===== src/rtl/qos_ctrl_fsm_param.sv =====
`default_nettype none
// ============================================================================
// Module      : qos_ctrl_fsm_param
// Description : QoS control FSM for the TC/VC path. Latches per-FIFO
//               thresholds in INIT and reports IDLE/ACTIVE/ERROR status.
// Revision    : 1.0 - initial parametrised release
// ============================================================================
module qos_ctrl_fsm_param #(
    parameter int NUM_FIFOS   = 5,
    parameter int MF_W        = 4,
    parameter int NUM_VC      = 2,
    parameter int VC_W        = 16,
    parameter int NUM_D       = 2,
    parameter int D_W         = 4,
    parameter int IDLE_CYCLES = 1
) (
    input  logic                    clk,
    input  logic                    reset_L,
    input  logic                    init,
    input  logic                    error_clr,
    input  logic [MF_W-1:0]         umbrales_mf_high,
    input  logic [MF_W-1:0]         umbrales_mf_low,
    input  logic [NUM_VC*VC_W-1:0]  umbrales_vc_high,
    input  logic [NUM_VC*VC_W-1:0]  umbrales_vc_low,
    input  logic [NUM_D*D_W-1:0]    umbrales_d_high,
    input  logic [NUM_D*D_W-1:0]    umbrales_d_low,
    input  logic [NUM_FIFOS-1:0]    fifo_empties,
    input  logic [NUM_FIFOS-1:0]    fifo_errors,
    output logic [MF_W-1:0]         umbral_mf_high,
    output logic [MF_W-1:0]         umbral_mf_low,
    output logic [NUM_VC*VC_W-1:0]  umbral_vc_high,
    output logic [NUM_VC*VC_W-1:0]  umbral_vc_low,
    output logic [NUM_D*D_W-1:0]    umbral_d_high,
    output logic [NUM_D*D_W-1:0]    umbral_d_low,
    output logic                    init_out,
    output logic                    idle_out,
    output logic                    active_out,
    output logic                    error_out,
    output logic                    cfg_error,
    output logic [NUM_FIFOS-1:0]    error_full
);

    localparam int CNT_W = $clog2(IDLE_CYCLES) + 1;
    localparam logic [CNT_W-1:0] c_idle_last = CNT_W'(IDLE_CYCLES - 1);

    typedef enum logic [2:0] {
        ST_RESET  = 3'd0,
        ST_INIT   = 3'd1,
        ST_IDLE   = 3'd2,
        ST_ACTIVE = 3'd3,
        ST_ERROR  = 3'd4
    } state_t;

    state_t                 r_state;
    state_t                 w_state_nxt;
    logic [CNT_W-1:0]       r_cnt;
    logic [CNT_W-1:0]       w_cnt_nxt;
    logic [NUM_FIFOS-1:0]   r_error_full;
    logic [NUM_FIFOS-1:0]   w_error_full_nxt;
    logic                   r_cfg_error;
    logic                   w_cfg_error_nxt;
    logic                   w_load;

    logic [MF_W-1:0]        r_mf_high;
    logic [MF_W-1:0]        r_mf_low;
    logic [NUM_VC*VC_W-1:0] r_vc_high;
    logic [NUM_VC*VC_W-1:0] r_vc_low;
    logic [NUM_D*D_W-1:0]   r_d_high;
    logic [NUM_D*D_W-1:0]   r_d_low;

    logic [NUM_VC-1:0]      w_vc_bad;
    logic [NUM_D-1:0]       w_d_bad;
    logic                   w_cfg_bad;
    logic                   w_all_empty;
    logic                   w_any_err;

    // Sanity check runs on the live inputs, which are what INIT latches on its exit edge
    for (genvar i = 0; i < NUM_VC; i++) begin : g_vc_chk
        assign w_vc_bad[i] = umbrales_vc_low[i*VC_W +: VC_W] > umbrales_vc_high[i*VC_W +: VC_W];
    end

    for (genvar i = 0; i < NUM_D; i++) begin : g_d_chk
        assign w_d_bad[i] = umbrales_d_low[i*D_W +: D_W] > umbrales_d_high[i*D_W +: D_W];
    end

    assign w_cfg_bad   = (umbrales_mf_low > umbrales_mf_high) | (|w_vc_bad) | (|w_d_bad);
    assign w_all_empty = &fifo_empties;
    assign w_any_err   = |fifo_errors;

    always_comb begin
        w_state_nxt      = r_state;
        w_error_full_nxt = r_error_full;
        w_cfg_error_nxt  = r_cfg_error;
        w_cnt_nxt        = '0;
        w_load           = 1'b0;
        case (r_state)
            ST_RESET: w_state_nxt = ST_INIT;
            ST_INIT: begin
                w_load = 1'b1;
                if (!init) begin
                    if (w_cfg_bad) begin
                        w_state_nxt     = ST_ERROR;
                        w_cfg_error_nxt = 1'b1;
                    end else if (w_any_err) begin
                        w_state_nxt      = ST_ERROR;
                        w_error_full_nxt = fifo_errors;
                    end else if (w_all_empty) begin
                        w_state_nxt = ST_IDLE;
                    end else begin
                        w_state_nxt = ST_ACTIVE;
                    end
                end
            end
            ST_ACTIVE: begin
                if (init) begin
                    w_state_nxt = ST_INIT;
                end else if (w_any_err) begin
                    w_state_nxt      = ST_ERROR;
                    w_error_full_nxt = fifo_errors;
                end else if (w_all_empty) begin
                    // Debounce: only drop to IDLE after IDLE_CYCLES empty cycles in a row
                    if (r_cnt == c_idle_last) begin
                        w_state_nxt = ST_IDLE;
                    end else begin
                        w_cnt_nxt = r_cnt + 1'b1;
                    end
                end
            end
            ST_IDLE: begin
                if (init) begin
                    w_state_nxt = ST_INIT;
                end else if (w_any_err) begin
                    w_state_nxt      = ST_ERROR;
                    w_error_full_nxt = fifo_errors;
                end else if (!w_all_empty) begin
                    w_state_nxt = ST_ACTIVE;
                end
            end
            ST_ERROR: begin
                if (error_clr) begin
                    w_state_nxt      = ST_INIT;
                    w_error_full_nxt = '0;
                    w_cfg_error_nxt  = 1'b0;
                end else begin
                    w_error_full_nxt = r_error_full | fifo_errors;
                end
            end
            default: w_state_nxt = ST_RESET;
        endcase
    end

    always_ff @(posedge clk) begin
        if (!reset_L) begin
            r_state      <= ST_RESET;
            r_cnt        <= '0;
            r_error_full <= '0;
            r_cfg_error  <= 1'b0;
            r_mf_high    <= '0;
            r_mf_low     <= '0;
            r_vc_high    <= '0;
            r_vc_low     <= '0;
            r_d_high     <= '0;
            r_d_low      <= '0;
        end else begin
            r_state      <= w_state_nxt;
            r_cnt        <= w_cnt_nxt;
            r_error_full <= w_error_full_nxt;
            r_cfg_error  <= w_cfg_error_nxt;
            if (w_load) begin
                r_mf_high <= umbrales_mf_high;
                r_mf_low  <= umbrales_mf_low;
                r_vc_high <= umbrales_vc_high;
                r_vc_low  <= umbrales_vc_low;
                r_d_high  <= umbrales_d_high;
                r_d_low   <= umbrales_d_low;
            end
        end
    end

    assign umbral_mf_high = r_mf_high;
    assign umbral_mf_low  = r_mf_low;
    assign umbral_vc_high = r_vc_high;
    assign umbral_vc_low  = r_vc_low;
    assign umbral_d_high  = r_d_high;
    assign umbral_d_low   = r_d_low;
    assign error_full     = r_error_full;
    assign cfg_error      = r_cfg_error;

    assign init_out   = (r_state == ST_INIT);
    assign idle_out   = (r_state == ST_IDLE);
    assign active_out = (r_state == ST_ACTIVE);
    assign error_out  = (r_state == ST_ERROR);

endmodule
`default_nettype wire


===== config.mk =====
export PLATFORM = sky130hd
export DESIGN_NAME = qos_ctrl_fsm_param
export DESIGN_NICKNAME = d
export VERILOG_FILES = /design/src/rtl/qos_ctrl_fsm_param.sv
export SDC_FILE = /design/constraint.sdc
export NUM_CORES = 1
export LEC_CHECK = 0
export CAP_MARGIN = 20
export CORE_ASPECT_RATIO = 1.4
export CORE_MARGIN = 4
export CORE_UTILIZATION = 43
export CTS_CLUSTER_DIAMETER = 80
export DETAILED_ROUTE_END_ITERATION = 7
export GPL_ROUTABILITY_DRIVEN = 0
export GPL_TIMING_DRIVEN = 0
export MAX_ROUTING_LAYER = met4
export PLACE_DENSITY = 0.86
export SLEW_MARGIN = 5
export SYNTH_ARGS = -nofsm -noshare
export SYNTH_HDL_FRONTEND = slang
export SYNTH_SLANG_ARGS = --single-unit

===== constraint.sdc =====
create_clock -name clk -period 2.8 [get_ports clk]
set_input_delay 0.84 -clock clk [delete_from_list [all_inputs] [get_ports clk]]
set_output_delay 0.84 -clock clk [all_outputs]
set_load 0.01 [all_outputs]

==> summary.txt <==
share of layout cells above drive strength 1: 0.1258
IR drop worst, VDD: 0.0003613 V
warnings from Yosys: 0
placed cells: 948
Overflow after GRT: 0
H-Tree Depth: 3
fin. max-slew vios: 0
CP Capture Point: error_full[0]$_SDFFE_PN0P_
Iteration-0 DRC Markers: 172
critical path launch point type: primary input
leakage: 3.162 nW
via-per-instance ratio: 5.116
Avg Inst Size Synth: 7.756 um^2
TritonCTS Buffers: 9
drc violations: 0
Bufs and invs on worst path: 2
Final Hold Fails: 0
outcome: complete, no violations
Filler Cell Count: 883
initial antenna violation count: 0
Via Count: 4952
CTS tree: yes
Core Region: 10810 um^2
Flop pwr share: 0.346
post-route setup slack: 0.03307 ns
first-pass iteration count of the detailed router: 4
worst hold-check path type: reg -> reg
Clock power frac: 0.259
post-synth cell types: 42
fin crit period: 2.767 ns
P&R area growth vs syn: 62.32%
crit path DAT: 2.97 ns
Die Span X: 96.51 um
post-route ant nets: 0
Layout Nets: 968
Worst-Margin Slew: 0.7064 ns
synthesized flop and latch total: 98
switch share: 0.3411
largest net degree at the start of global routing: 16
crit path kind: in -> reg
Die Y: 131.9 um
Row Count: 45
first-pass GRT wire length: 24070 um
Worst Reg2Reg Path Length in Cells: 7
Crit path depth: 10
Max FO, Critical Path: 8
Combinational Power Share: 0.395
flop-to-flop setup slack: 0.76 ns
Rel. slew slack: 0.5291
hpwl dp: 11770 um
initial core utilization: 0.4362
pwr dens: 678.4 nW/um^2
clock-pin slew on the worst setup and hold paths: 0.07 ns
RR Startpoint: r_state[0]$_SDFFE_PN0P_
Clock Sinks: 98
I/O Buffers: 199
FMAX: 361.4 MHz
# hold bufs at CTS: 0
gr usage total: 0.2463
Pwr Total: 5.193 mW
DP Area: 6884 um^2
non-filler cells, final: 968
Antenna diodes: 0
required time worst endpoint: 3.00 ns
Clock Tree Buf Depth: 2
Total Wirelength: 15450 um
max_cap viols: 0
Most common cell on crit path: a21oi_2
syn nets: 754
Critical R2R Capture: umbral_d_high[4]$_SDFFE_PN0P_
CP startpoint: umbrales_vc_high[21]
final setup vio count: 0
Mapped Cells: 608
I/O pin cnt: 200
root buf cell: clkbuf_16
mapped cell area: 4716 um^2
post-route clock period utilization: 0.9882
pre-CTS WS: -0.6476 ns
kind of end point of the critical path: register
DIE AREA: 12730 um^2
post-DR wirelength/cell: 15.96 um
cell internal pwr: 3.422 mW
post-route cell area: 7655 um^2
register area share after synthesis: 0.4160
clk_lat worst skew: 0.34 ns
critical path's slowest cell: clkdlybuf4s50_1
CP max stage delay: 0.53 ns
via count of the first global-routing pass: 5055
clk_skew: 0.008458 ns
Largest delay share family, worst path: compound AO/OA/AOI/OAI gates
switching power: 1.771 mW
CP Cell Sequence: clkdlybuf4s50_1 > inv_1 > ha_1 > nand4_1 > a21oi_2 > o31ai_2 > a21oi_2 > o21ai_4 > and2_4 > a211oi_2
## how the worst min path moves through the flow
stage,start,end,cells past startpoint
6_report,umbral_vc_high[26]$_SDFFE_PN0P_,umbral_vc_high[26]$_SDFFE_PN0P_,2
4_1_cts,umbral_vc_high[26]$_SDFFE_PN0P_,umbral_vc_high[26]$_SDFFE_PN0P_,2
5_1_grt,umbral_d_low[2]$_SDFFE_PN0P_,umbral_d_low[2]$_SDFFE_PN0P_,2
2_1_floorplan,umbral_d_high[0]$_SDFFE_PN0P_,umbral_d_high[0]$_SDFFE_PN0P_,2
3_5_place_dp,umbral_vc_high[26]$_SDFFE_PN0P_,umbral_vc_high[26]$_SDFFE_PN0P_,2
3_3_place_gp,umbral_vc_low[15]$_SDFFE_PN0P_,umbral_vc_low[15]$_SDFFE_PN0P_,2
## per-layer routing
| metal | track usage | routed length (um) | vias up |
|---|---|---|---|
| li1 | - | - | 2462 |
| met1 | 0.2621 | 5835 | 2295 |
| met2 | 0.4282 | 8072 | 159 |
| met3 | 0.05597 | 1067 | 36 |
| met4 | 0.1022 | 474 | 0 |
| met5 | - | 0 | - |
## worst register-to-register path, stage by stage (launching register included)
cell and delay, ns:
dfxtp_2 0.35, inv_2 0.09, or3_1 0.11, buf_4 0.22, clkbuf_1 0.44, clkbuf_1 0.46, nand2_1 0.13, a21oi_1 0.16
## cells in the final DEF, fill, tap and decap left out, types with 11 or more instances in the layout
master           instances
a21oi_1                 98
a21oi_2                 12
clkbuf_1                16
clkdlybuf4s50_1        139
dfxtp_1                 97
dlygate4sd2_1           35
dlymetal6s2s_1          21
ha_1                    21
ha_4                    22
inv_1                   34
inv_2                   16
nand2_1                185
nand4_1                 11
## through the flow
step | hold slack [ns] | utilization | TNS, ns
finish | 0.4535 | 0.7081 | 0
global placement | 0.4401 | 0.6368 | -5.474
CTS | 0.4538 | 0.6891 | 0
floorplan | 0.4805 | - | 0
global route | 0.4745 | 0.7081 | -0.1532
detailed placement | 0.4453 | 0.6368 | -5.515
## cells in the mapped netlist
cell,n,share of area
dfxtp_1,98,0.42
and2_4,1,0.0019
nor2b_1,3,0.0040
nand2_1,185,0.15
nor4_1,2,0.0027
a221o_1,1,0.0021
a21oi_1,109,0.12
and3_1,1,0.0013
a22oi_4,1,0.0045
a2111oi_2,1,0.0032
nand2b_1,3,0.0040
nor3_1,3,0.0032
nand4_1,11,0.015
nor3_2,2,0.0042
a211oi_2,5,0.013
a31oi_1,6,0.0080
o21ai_4,1,0.0035
inv_4,1,0.0013
conb_1,1,0.00080
inv_2,2,0.0016
nor2_1,10,0.0080
o31ai_1,1,0.0016
nand3b_1,1,0.0016
clkbuf_1,14,0.011
o21ai_0,12,0.013
nand3_1,7,0.0074
buf_1,5,0.0040
a211oi_1,2,0.0032
o21a_1,3,0.0048
inv_1,48,0.038
a222oi_1,1,0.0021
a21boi_0,2,0.0032
o21ai_2,2,0.0037
buf_2,7,0.0074
a21oi_2,2,0.0037
a21o_1,2,0.0032
ha_1,44,0.12
buf_4,2,0.0032
or3_1,1,0.0013
buf_6,2,0.0048
o211ai_1,2,0.0032
a211o_1,1,0.0019
## sequential cells by signal, summed over array words and instances, names as in the netlist
register / count
umbral_d_low: 8
umbral_vc_high: 32
umbral_mf_high: 4
cfg_error: 1
umbral_d_high: 8
umbral_mf_low: 4
umbral_vc_low: 32
r_cnt: 1
r_state: 3
error_full: 5
## power by group through the flow
stage / registers (mW) / clock network [mW] / logic (mW)
floorplan: 1.93 / 0 / 0.897
global placement: 1.81 / 0 / 1.95
detailed placement: 1.82 / 0 / 1.98
CTS: 1.80 / 1.36 / 2.03
global route: 1.83 / 1.41 / 2.26
finish: 1.80 / 1.34 / 2.05
## area by class of cell
cell class | instances | area (um^2) | share of cell area
plain buffers | 29 | 138.9 | 0.01814
clock buffers | 12 | 246.5 | 0.03220
clock inverters | 4 | 75.07 | 0.009807
inverters | 51 | 203.9 | 0.02664
multi-input cells | 429 | 2809 | 0.3669
flip-flops and latches | 98 | 1963 | 0.2565
well taps | 141 | 176.4 | 0.02305
repair buffers | 204 | 2042 | 0.2668
## logic make-up after synthesis
logic type                 synth area share
other                             0.0007952
adders and majority gates            0.1167
DFF                                  0.4160
AOI/OAI and AO/OA                    0.1934
buffers and inverters               0.07164
and+or+nand+nor                      0.2014
## repair_timing
item / CTS / global route
endpoints found under the setup margin: 10 / 10
pin swaps: 34 / 25
setup buffers: 4 / 1
gates resized for setup: 89 / 46
Note: power is estimated with default switching activity, not from simulation.
